`src/rtl/cpu_tstate_sequencer_pkg.sv`:
```
// Shared types and default sizing for the CPU T-state sequencer.
// Imported by cpu_tstate_sequencer; the FSM encoding lives here so decode logic can share it.
package cpu8_seq_pkg;

    typedef enum logic [1:0] {
        HALT       = 2'd0,
        RUN        = 2'd1,
        STEP_ARMED = 2'd2
    } seq_state_t;

    localparam int DEF_NUM_T = 6;
    localparam int DEF_T_W   = 3;

endpackage

```
`src/rtl/cpu_tstate_sequencer_edge_sync.sv`:
```
// Rising-edge detector for a slow level (divided tick or step button).
// CPU8_SEQ_SYNC_EN adds a metastability flop in front of the sampling register.
module edge_sync (
    input  logic clk,
    input  logic reset,
    input  logic d,
    output logic rise
);

    logic stage_in;
    logic fill_in;
    logic samp_reg;
    logic valid_reg;
    logic prev_reg;
    logic armed_reg;

`ifdef CPU8_SEQ_SYNC_EN
    logic meta_reg;
    logic meta_fill_reg;

    always_ff @(posedge clk or negedge reset) begin
        if (!reset) begin
            meta_reg      <= 1'b0;
            meta_fill_reg <= 1'b0;
        end else begin
            meta_reg      <= d;
            meta_fill_reg <= 1'b1;
        end
    end

    assign stage_in = meta_reg;
    assign fill_in  = meta_fill_reg;
`else
    assign stage_in = d;
    assign fill_in  = 1'b1;
`endif

    // The detector only arms after a genuine low level has reached the sampling
    // register, so an input held high across reset release never fires.
    always_ff @(posedge clk or negedge reset) begin
        if (!reset) begin
            samp_reg  <= 1'b0;
            valid_reg <= 1'b0;
            prev_reg  <= 1'b0;
            armed_reg <= 1'b0;
        end else begin
            samp_reg  <= stage_in;
            valid_reg <= fill_in;
            prev_reg  <= samp_reg;
            armed_reg <= armed_reg | (valid_reg & ~samp_reg);
        end
    end

    assign rise = samp_reg & ~prev_reg & armed_reg;

endmodule

```
`src/rtl/cpu_tstate_sequencer.sv`:
```
// Turns divided ticks into single-cycle cpu_en pulses and drives the T-state ring
// with run / halt / single-step control. CPU8_SEQ_SYNC_EN selects synchronized inputs.
module cpu_tstate_sequencer
    import cpu8_seq_pkg::*;
#(
    parameter int NUM_T = DEF_NUM_T,
    parameter int T_W   = DEF_T_W
) (
    input  logic             clk,
    input  logic             reset,
    input  logic             tick_in,
    input  logic             run,
    input  logic             step_req,
    input  logic             halt_req,
    input  logic             t_rst,
    output logic             cpu_en,
    output logic [T_W-1:0]   t_state,
    output logic [NUM_T-1:0] t_onehot,
    output logic             halted,
    output logic             instr_done
);

    localparam logic [T_W-1:0] T_LAST = T_W'(NUM_T - 1);

    logic tick_ev;
    logic step_ev;

    edge_sync u_tick_sync (
        .clk   (clk),
        .reset (reset),
        .d     (tick_in),
        .rise  (tick_ev)
    );

    edge_sync u_step_sync (
        .clk   (clk),
        .reset (reset),
        .d     (step_req),
        .rise  (step_ev)
    );

    seq_state_t     state_reg,  state_next;
    logic           cpu_en_reg, cpu_en_next;
    logic [T_W-1:0] t_state_reg, t_next;
    logic           done_reg,   done_next;
    logic           halted_reg;
    logic           block_reg,  block_next;
    logic           run_eff;

    // After a microcode HLT the run level must be dropped and reasserted before
    // the sequencer will free-run again.
    assign run_eff = run & ~block_reg;

    always_comb begin
        state_next  = state_reg;
        cpu_en_next = 1'b0;
        t_next      = t_state_reg;
        done_next   = 1'b0;
        block_next  = run ? block_reg : 1'b0;

        case (state_reg)
            HALT: begin
                if (run_eff) begin
                    state_next = RUN;
                end else if (step_ev) begin
                    state_next = STEP_ARMED;
                end
            end
            RUN: begin
                if (!run) begin
                    state_next = HALT;
                end else if (tick_ev) begin
                    cpu_en_next = 1'b1;
                end
            end
            STEP_ARMED: begin
                if (run_eff) begin
                    state_next  = RUN;
                    cpu_en_next = tick_ev;
                end else if (tick_ev) begin
                    cpu_en_next = 1'b1;
                    state_next  = HALT;
                end
            end
            default: begin
                state_next = HALT;
            end
        endcase

        if (cpu_en_reg) begin
            if (halt_req) begin
                t_next      = '0;
                done_next   = 1'b1;
                state_next  = HALT;
                cpu_en_next = 1'b0;
                block_next  = 1'b1;
            end else if (t_rst || (t_state_reg == T_LAST)) begin
                t_next    = '0;
                done_next = 1'b1;
            end else begin
                t_next = t_state_reg + T_W'(1);
            end
        end
    end

    always_ff @(posedge clk or negedge reset) begin
        if (!reset) begin
            state_reg   <= HALT;
            cpu_en_reg  <= 1'b0;
            t_state_reg <= '0;
            done_reg    <= 1'b0;
            halted_reg  <= 1'b1;
            block_reg   <= 1'b0;
        end else begin
            state_reg   <= state_next;
            cpu_en_reg  <= cpu_en_next;
            t_state_reg <= t_next;
            done_reg    <= done_next;
            halted_reg  <= (state_next == HALT);
            block_reg   <= block_next;
        end
    end

    genvar gi;
    generate
        for (gi = 0; gi < NUM_T; gi++) begin : g_onehot
            assign t_onehot[gi] = (t_state_reg == T_W'(gi));
        end
    endgenerate

    assign cpu_en     = cpu_en_reg;
    assign t_state    = t_state_reg;
    assign instr_done = done_reg;
    assign halted     = halted_reg;

endmodule

```
`config.mk`:
```
export PLATFORM = sky130hd
export DESIGN_NAME = cpu_tstate_sequencer
export DESIGN_NICKNAME = d
export VERILOG_FILES = /design/src/rtl/cpu_tstate_sequencer_pkg.sv /design/src/rtl/cpu_tstate_sequencer_edge_sync.sv /design/src/rtl/cpu_tstate_sequencer.sv
export SDC_FILE = /design/constraint.sdc
export NUM_CORES = 1
export LEC_CHECK = 0
export CAP_MARGIN = 20
export CORE_UTILIZATION = 50
export CTS_BUF_LIST = sky130_fd_sc_hd__clkbuf_4
export DETAILED_ROUTE_END_ITERATION = 10
export PLACE_DENSITY = 0.86
export SYNTH_ARGS = -nofsm -noshare
export SYNTH_HDL_FRONTEND = slang
export SYNTH_SLANG_ARGS = --single-unit
export TNS_END_PERCENT = 30
```
`constraint.sdc`:
```
create_clock -name clk -period 1.6 [get_ports clk]
set_input_delay 0.24 -clock clk [delete_from_list [all_inputs] [get_ports clk]]
set_output_delay 0.24 -clock clk [all_outputs]
set_load 0.005 [all_outputs]
```
Yosys cells after proc, flatten, opt, wreduce, memory -nomap -nowiden:

Index checks and enable logic that the tools add are counted.

* reduce and logical (&&, ||, !) cells: 4
* multiplexer cells: 22
* bitwise operators: 14
* $add $sub $neg: 1
* eq/ne operators: 7

Operators by type and width (number)
* $mux 2: 7
* $mux 1: 11
* $and 1x1->1: 7
* $eq 3x2->1 const B: 2
* $eq 3x3->1 const B: 2
* $mux 3: 2
* $pmux 2 s3: 1
* $not 1->1: 5
* $logic_not 2->1: 2
* $add 3x1->3 const B: 1
* $eq 3x1->1 const B: 1
* $logic_not 3->1: 1
* $eq 2x1->1 const B: 1
* $eq 2x2->1 const B: 1
* $or 1x1->1: 2
* $pmux 1 s2: 1
* $logic_or 1x1->1: 1

* bits in registers: 16
* input port bits: 7
* output and inout port bits: 12
* logic and storage cells: 61

Depth between registers and ports, before layout:

Gate-level depths: netlist (run 1).

* depth in word-level cells: 9
* mapped depth: 6
* gate-level depth less buffers: 6

Cells and area by module:

Synthesis (run 1) repeated with hierarchy kept, for this count alone.

* cells, all modules: 72
* area, all modules: 834.6 sq um

Modules (own cells, without submodules)
* cpu_tstate_sequencer: sequential area each 226.5 sq um, area each 589.3 sq um, instances 1, cells each 54
* edge_sync: sequential area each 100.1 sq um, area each 122.6 sq um, instances 2, cells each 9

Least setup slack after synthesis (run 1):

OpenSTA, ideal clock, no wires.

* kind: register -> register
* start point: register t_state_reg[1], in the netlist t_state[1]
* end point: register t_state_reg[2], in the netlist t_state[2]
* buffers on the path: 0
* arrival: 1.254 ns
* setup slack: 0.259 ns
* clock period less this slack: 1.341 ns
* data required time: 1.513 ns
* stages on the path, launching flop included: 6
* library setup time: 0.087 ns
* cells stage by stage: dfrtp_1 -> inv_1 -> ha_1 -> and2_4 -> o31a_4 -> a211oi_2

* cells in the longest elaborated chain, start to end: 4
* elaborated cells between the ends (all ways): 5
* those cells by class: add/sub: 1; eq/ne: 1; mux: 2; reduce/logical: 1

Ends and longest elaborated chain
* from (decl): line cpu_tstate_sequencer.sv:44 `logic [T_W-1:0] t_state_reg, t_next;`
* from (signal assigned): line cpu_tstate_sequencer.sv:117 `t_state_reg <= t_next;`
* $eq 3x3->1
* named net t_onehot[5]: line cpu_tstate_sequencer.sv:18 `output logic [NUM_T-1:0] t_onehot,`
* $logic_or 1x1->1: line cpu_tstate_sequencer.sv:97 `end else if (t_rst || (t_state_reg == T_LAST)) begin`
* $mux 3: line cpu_tstate_sequencer.sv:97
* $mux 3: line cpu_tstate_sequencer.sv:91 `if (halt_req) begin`

The timed path passes the listed nets, and every way through them passes these cells.
A chain may end at the register's enable or synchronous reset.

Final worst setup path (run 1):

* start point: register t_state_reg[0], in the netlist t_state[0]
* end point: output port t_onehot[0]

* cells in the longest elaborated chain, start to end: 1

Ends and longest elaborated chain
* $logic_not 3->1: line cpu_tstate_sequencer.sv:127 `assign t_onehot[gi] = (t_state_reg == T_W'(gi));`
* to (decl): line cpu_tstate_sequencer.sv:18

No other way between the ends.

==> results of run 1 <==
-- power breakdown --
part / internal [W] / switching, W
Sequential: 0.000496 / 0.0000813
Combinational: 0.000476 / 0.000343
Clock: 0.0000905 / 0.000116
-- worst max-delay path: cells and delay by family, from the launching register on --
family        cells  cell delay, ns
fa+ha+maj         1            0.20
buf+inv           3            0.43
flops             1            0.38
simple gates      1            0.19
-- per-stage QoR --
step                      utilization, %  total power, W  instances
after CTS                          70.43        0.001587        114
final                              71.26        0.001603        115
after global placement             66.78        0.001294        105
after floorplan                        -       0.0009829         70
after global routing               71.26        0.001731        115
after detailed placement           66.78        0.001328        105
-- what timing repair did --
action / 4_1_cts / 5_1_grt
resized for setup: 7 / 3
setup endpoints to repair: 6 / 6
setup buffers: 5 / 1
endpoints found under the hold margin: 0 / 0
cloned: 0 / 0
-- worst max-delay path by stage --
| stage | start | endpoint | slack [ns] | cells past startpoint |
|---|---|---|---|---|
| 2_1_floorplan | t_state[1] | t_state[2] | 0.26 | 5 |
| 6_report | t_state[0] | t_onehot[0] | -0.13 | 5 |
| 3_5_place_dp | t_state[0] | t_onehot[0] | -0.01 | 4 |
| 5_1_grt | t_state[0] | t_onehot[0] | -0.20 | 5 |
| 3_3_place_gp | t_state[0] | t_onehot[0] | 0.02 | 4 |
| 4_1_cts | t_state[1] | t_onehot[1] | -0.18 | 4 |
-- logic make-up (layout without fill, tap and decap cells) --
logic type / Yosys count / in the layout / synth area share, %
multiplexers: 1 / 1 / 1.248
other: 1 / 1 / 0.4676
AND/OR/NAND/NOR: 21 / 21 / 15.13
flip-flops: 16 / 16 / 50.08
AO/OA/AOI/OAI: 12 / 12 / 12.79
buffers and inverters: 9 / 38 / 5.148
XOR/XNOR: 1 / 1 / 1.092
adder cells (fa/ha/maj): 9 / 9 / 14.04
-- cell usage after synthesis --
cell type | instances | share of area (%)
nand2_1 | 6 | 2.8
ha_1 | 9 | 14
dfstp_2 | 1 | 3.3
a21oi_2 | 1 | 1.1
inv_1 | 8 | 3.7
and2b_2 | 3 | 3.3
a2bb2oi_1 | 2 | 2.2
o22ai_1 | 1 | 0.78
nor2_1 | 5 | 2.3
and3b_1 | 1 | 1.1
o21ai_0 | 1 | 0.62
buf_6 | 1 | 1.4
a211oi_2 | 1 | 1.6
a221oi_1 | 1 | 1.1
nand2b_1 | 1 | 0.78
conb_1 | 1 | 0.47
nor3_2 | 1 | 1.2
a21o_1 | 2 | 1.9
dfrtp_1 | 15 | 47
a21oi_1 | 1 | 0.62
and2_2 | 1 | 0.94
nor3_1 | 1 | 0.62
nand3b_1 | 1 | 0.94
mux2i_1 | 1 | 1.2
and2_4 | 1 | 1.1
a31oi_1 | 1 | 0.78
xnor2_1 | 1 | 1.1
o31a_4 | 1 | 2.2
-- layout make-up --
cell class / instances / area, sq um / area share (%)
Tap cell: 16 / 20.02 / 1.865
Clock buffer: 3 / 22.52 / 2.098
Multi-Input combinational cell: 45 / 361.6 / 33.68
Clock inverter: 1 / 3.754 / 0.3497
Sequential cell: 16 / 401.6 / 37.41
Timing Repair Buffer: 26 / 234.0 / 21.79
Inverter: 8 / 30.03 / 2.797
-- routing by layer --
metal / vias up / share of wire (%) / global-route usage (%)
li1: 284 / - / -
met4: 0 / 2.1 / 9.375
met3: 5 / 4.0 / 3.017
met2: 14 / 46 / 27.50
met1: 266 / 47 / 25.58
met5: - / 0 / 0
==> impl_metrics.py, run 1 <==
metrics = {
    "synthesis": {
        "yosysSeqAreaShare_pct": 50.08,
        "synth_cells": 70,
        "synth_warnings": 0,
        "avgSynthCellArea_sq_um": 11.46,
        "ys_types": 28,
        "yosys_register_bits": 16,
        "synth.cell_area_sq_um": 802.0,
        "syn-num-nets": 86,
    },
    "clocking": {
        "htreeDepth": 1,
        "holdBufCountCts": 0,
        "cts_buffers": 3,
        "clock_sinks": 16,
        "cts_tree": "built",
        "clockRootBuffer": "clkbuf_4",
        "clk_latency_ns": 0.28,
        "ctsLongestPathBuffers": 2,
        "clk_pin_slew_ns": 0.09,
    },
    "layout": {
        "area_delta_synth_final_pct": 33.85,
        "nets": 116,
        "insertedDiodeCount": 0,
        "nFillCells": 105,
        "drive_gt1_share_pct": 25.25,
        "final_cell_mix": "dfrtp_1 (15), clkdlybuf4s50_1 (11), buf_4 (9), ha_1 (8)",
        "layout_commonest_cell": "dfrtp_1",
        "final_area_sq_um": 1074,
        "largest_register_ffs": 3,
    },
    "placement": {
        "routabilityCongestion": 0.8574,
        "dpl.hpwl_microns": 1046,
        "placed_area_sq_um": 1006,
        "pre_cts_ws_ns": -0.01007,
        "numPortBuffers": 18,
    },
    "critical_path": {
        "cp_max_fo": 3,
        "slowest_delay_ns": 0.38,
        "crit_type": "flop to output port",
        "critPathRequiredTime_ns": 1.36,
        "ff2ff_setup_slack_ns": 0.27,
        "end_kind": "output port",
        "r2r-start": "state_reg[0]",
        "rr_worst_depth": 6,
        "critPathLaunchType": "flop",
        "arrival_ns": 1.49,
        "worstPathCellList": "buf_4 -> inv_2 -> ha_1 -> and2b_2 -> dlygate4sd2_1",
        "slowest_stage": "dfrtp_1",
        "timing.rr.end": "halted",
    },
    "floorplanning": {
        "die_x_microns": 42.05,
        "start_util_pct": 53.24,
        "io_pins": 19,
        "core-area_sq_um": 1506,
        "dieArea_sq_um": 1768,
        "die_height_microns": 42.05,
        "rows": 14,
    },
    "timing": {
        "rsz0062_at_grt": "yes",
        "fin_skew_ns": 0.004877,
        "setup_tns_ns": -0.4004,
        "setup_viol": 4,
        "hold_ws_ns": 0.1837,
        "layout_setup_ws_ns": -0.1281,
        "maxSlewViolCount": 0,
        "fmax_mhz": 578.7,
        "hold_viol_final": 0,
        "fin_crit_ns": 1.728,
        "post-route-period-util_pct": 108.0,
    },
    "routing": {
        "drt_iter0_drc": 15,
        "ant_nets": 0,
        "drt_pass1_iterations": 4,
        "drt_wl_total_microns": 1409,
        "drc": 0,
        "wl_per_cell_microns": 12.25,
        "vias_per_cell": 4.948,
        "vias": 569,
    },
    "global_routing": {
        "antenna_found_initial": 0,
        "grt_usage_pct": 18.23,
        "grt_start_max_net_pins": 12,
        "grt_pass1_wl_microns": 2359,
        "grt_pass1_vias": 545,
        "grt-ovfl-total": 0,
    },
    "run": {
        "max_cap_violations": 0,
    },
    "power_and_ir_drop": {
        "leakage_nw": 0.5557,
        "powerDensity_nw_per_um2": 1493,
        "vdd_drop_max_mv": 1.019,
    },
    "outcome": {
        "status": "finished, violations left",
        "violations": "setup timing",
    },
    "hold_path": {
        "hold_class": "primary input to async pin",
    },
}
Power figures use the tool's default switching activity.
==> run 2: changes to the inputs <==
- CAP_MARGIN: 20 -> default
==> results of run 2 <==
Final layout, timing and power as in run 1 (identical DEF).
==> run 3: changes to the inputs <==
- SKIP_CTS_REPAIR_TIMING: default -> 1
==> impl_metrics.py, run 3 (same netlist as run 1, synthesis figures left out) <==
metrics = {
    "clocking": {
        "clock_sinks": 16,
        "clockRootBuffer": "clkbuf_4",
        "htreeDepth": 1,
        "clk_latency_ns": 0.28,
        "cts_buffers": 3,
        "clk_pin_slew_ns": 0.09,
        "cts_tree": "built",
        "ctsLongestPathBuffers": 2,
    },
    "floorplanning": {
        "rows": 14,
        "die_height_microns": 42.05,
        "start_util_pct": 53.24,
        "core-area_sq_um": 1506,
        "io_pins": 19,
        "dieArea_sq_um": 1768,
        "die_x_microns": 42.05,
    },
    "critical_path": {
        "end_kind": "output port",
        "crit_type": "flop to output port",
        "critPathLaunchType": "flop",
        "cp_max_fo": 5,
        "critPathRequiredTime_ns": 1.36,
        "arrival_ns": 1.55,
        "timing.rr.end": "t_state[2]",
        "ff2ff_setup_slack_ns": 0.19,
        "r2r-start": "t_state[0]",
        "rr_worst_depth": 4,
    },
    "timing": {
        "fin_skew_ns": 0.003871,
        "layout_setup_ws_ns": -0.1937,
        "setup_viol": 1,
        "rsz0062_at_grt": "yes",
        "hold_viol_final": 0,
        "maxSlewViolCount": 0,
        "fin_crit_ns": 1.794,
        "fmax_mhz": 557.5,
        "post-route-period-util_pct": 112.1,
        "setup_tns_ns": -0.1937,
    },
    "routing": {
        "top_layer_used": "met4",
        "vias": 555,
        "drt_pass1_iterations": 4,
        "drt_wl_total_microns": 1411,
        "vias_per_cell": 5.000,
        "drt_iter0_drc": 15,
        "drc": 0,
        "wirelength_met1_microns": 706,
        "dr_wl_met2_microns": 618,
        "wl_per_cell_microns": 12.71,
        "ant_nets": 0,
        "dr_wl_met3_microns": 55,
    },
    "layout": {
        "final_area_sq_um": 1066,
        "final_cell_mix": "dfrtp_1 (14), clkdlybuf4s50_1 (13), ha_1 (7), inv_1 (6), nand2_1 (6)",
        "nets": 112,
        "area_delta_synth_final_pct": 32.92,
        "multiInputGateArea_sq_um": 364.1,
        "seq_area_sq_um": 402.9,
        "final_core_util_pct": 70.76,
        "largest_register_ffs": 3,
        "nFillCells": 106,
        "insertedDiodeCount": 0,
        "layout_commonest_cell": "dfrtp_1",
        "drive_gt1_share_pct": 23.16,
    },
    "power_and_ir_drop": {
        "leakage_nw": 0.5768,
        "vdd_drop_max_mv": 1.038,
        "powerDensity_nw_per_um2": 1469,
    },
    "global_routing": {
        "grt_pass1_wl_microns": 2270,
        "antenna_found_initial": 0,
        "grt_pass1_vias": 530,
        "grt-ovfl-total": 0,
        "grt_usage_pct": 17.51,
        "grt_start_max_net_pins": 12,
    },
    "placement": {
        "placed_area_sq_um": 1006,
        "numPortBuffers": 18,
        "pre_cts_ws_ns": -0.01007,
        "dpl.hpwl_microns": 1046,
        "routabilityCongestion": 0.8574,
    },
    "outcome": {
        "violations": "setup timing",
        "status": "finished, violations left",
    },
    "hold_path": {
        "hold_class": "primary input to async pin",
    },
    "run": {
        "max_cap_violations": 0,
    },
}
## run 3: worst max-delay path, stage by stage (launching register included)
cell and delay [ns]:
dfrtp_2 0.45, ha_2 0.20, ha_1 0.18, clkdlybuf4s50_1 0.44
## run 3: how the worst max path moves through the flow
stage	startpoint	to	slack (ns)	cells after the start
6_report	t_state[0]	t_onehot[3]	-0.19	3
5_1_grt	t_state[1]	t_onehot[3]	-0.25	3
4_1_cts	t_state[0]	t_onehot[0]	-0.33	4
3_5_place_dp	t_state[0]	t_onehot[0]	-0.01	4
3_3_place_gp	t_state[0]	t_onehot[0]	0.02	4
2_1_floorplan	t_state[1]	t_state[2]	0.26	5
## run 3: final cells by class
cell class	count	area share, %
Clock buffer	3	2.113
Sequential cell	16	37.79
Tap cell	16	1.878
Multi-Input combinational cell	45	34.15
Timing Repair Buffer	22	20.89
Clock inverter	1	0.3521
Inverter	8	2.817
## run 3: through the flow
step / hold slack [ns] / power, W / cells
finish: 0.1847 / 0.001566 / 111
global route: 0.1914 / 0.001694 / 111
CTS: 0.1858 / 0.001537 / 109
global placement: 0.3792 / 0.001294 / 105
detailed placement: 0.3894 / 0.001328 / 105
floorplan: -0.05559 / 0.0009829 / 70
## run 3: power breakdown
group | leakage [nW] | total [W] | switching, W | internal (W)
Sequential | 0.188 | 0.000599 | 0.000101 | 0.000498
Combinational | 0.373 | 0.000761 | 0.000314 | 0.000447
Clock | 0.0154 | 0.000206 | 0.000116 | 0.0000905
Total | 0.577 | 0.00157 | 0.000531 | 0.00104
## run 3: metal layers
metal	global-route usage (%)	vias up
li1	-	276
met1	25.66	260
met2	25.31	14
met3	2.586	5
met4	9.375	0
met5	0	-
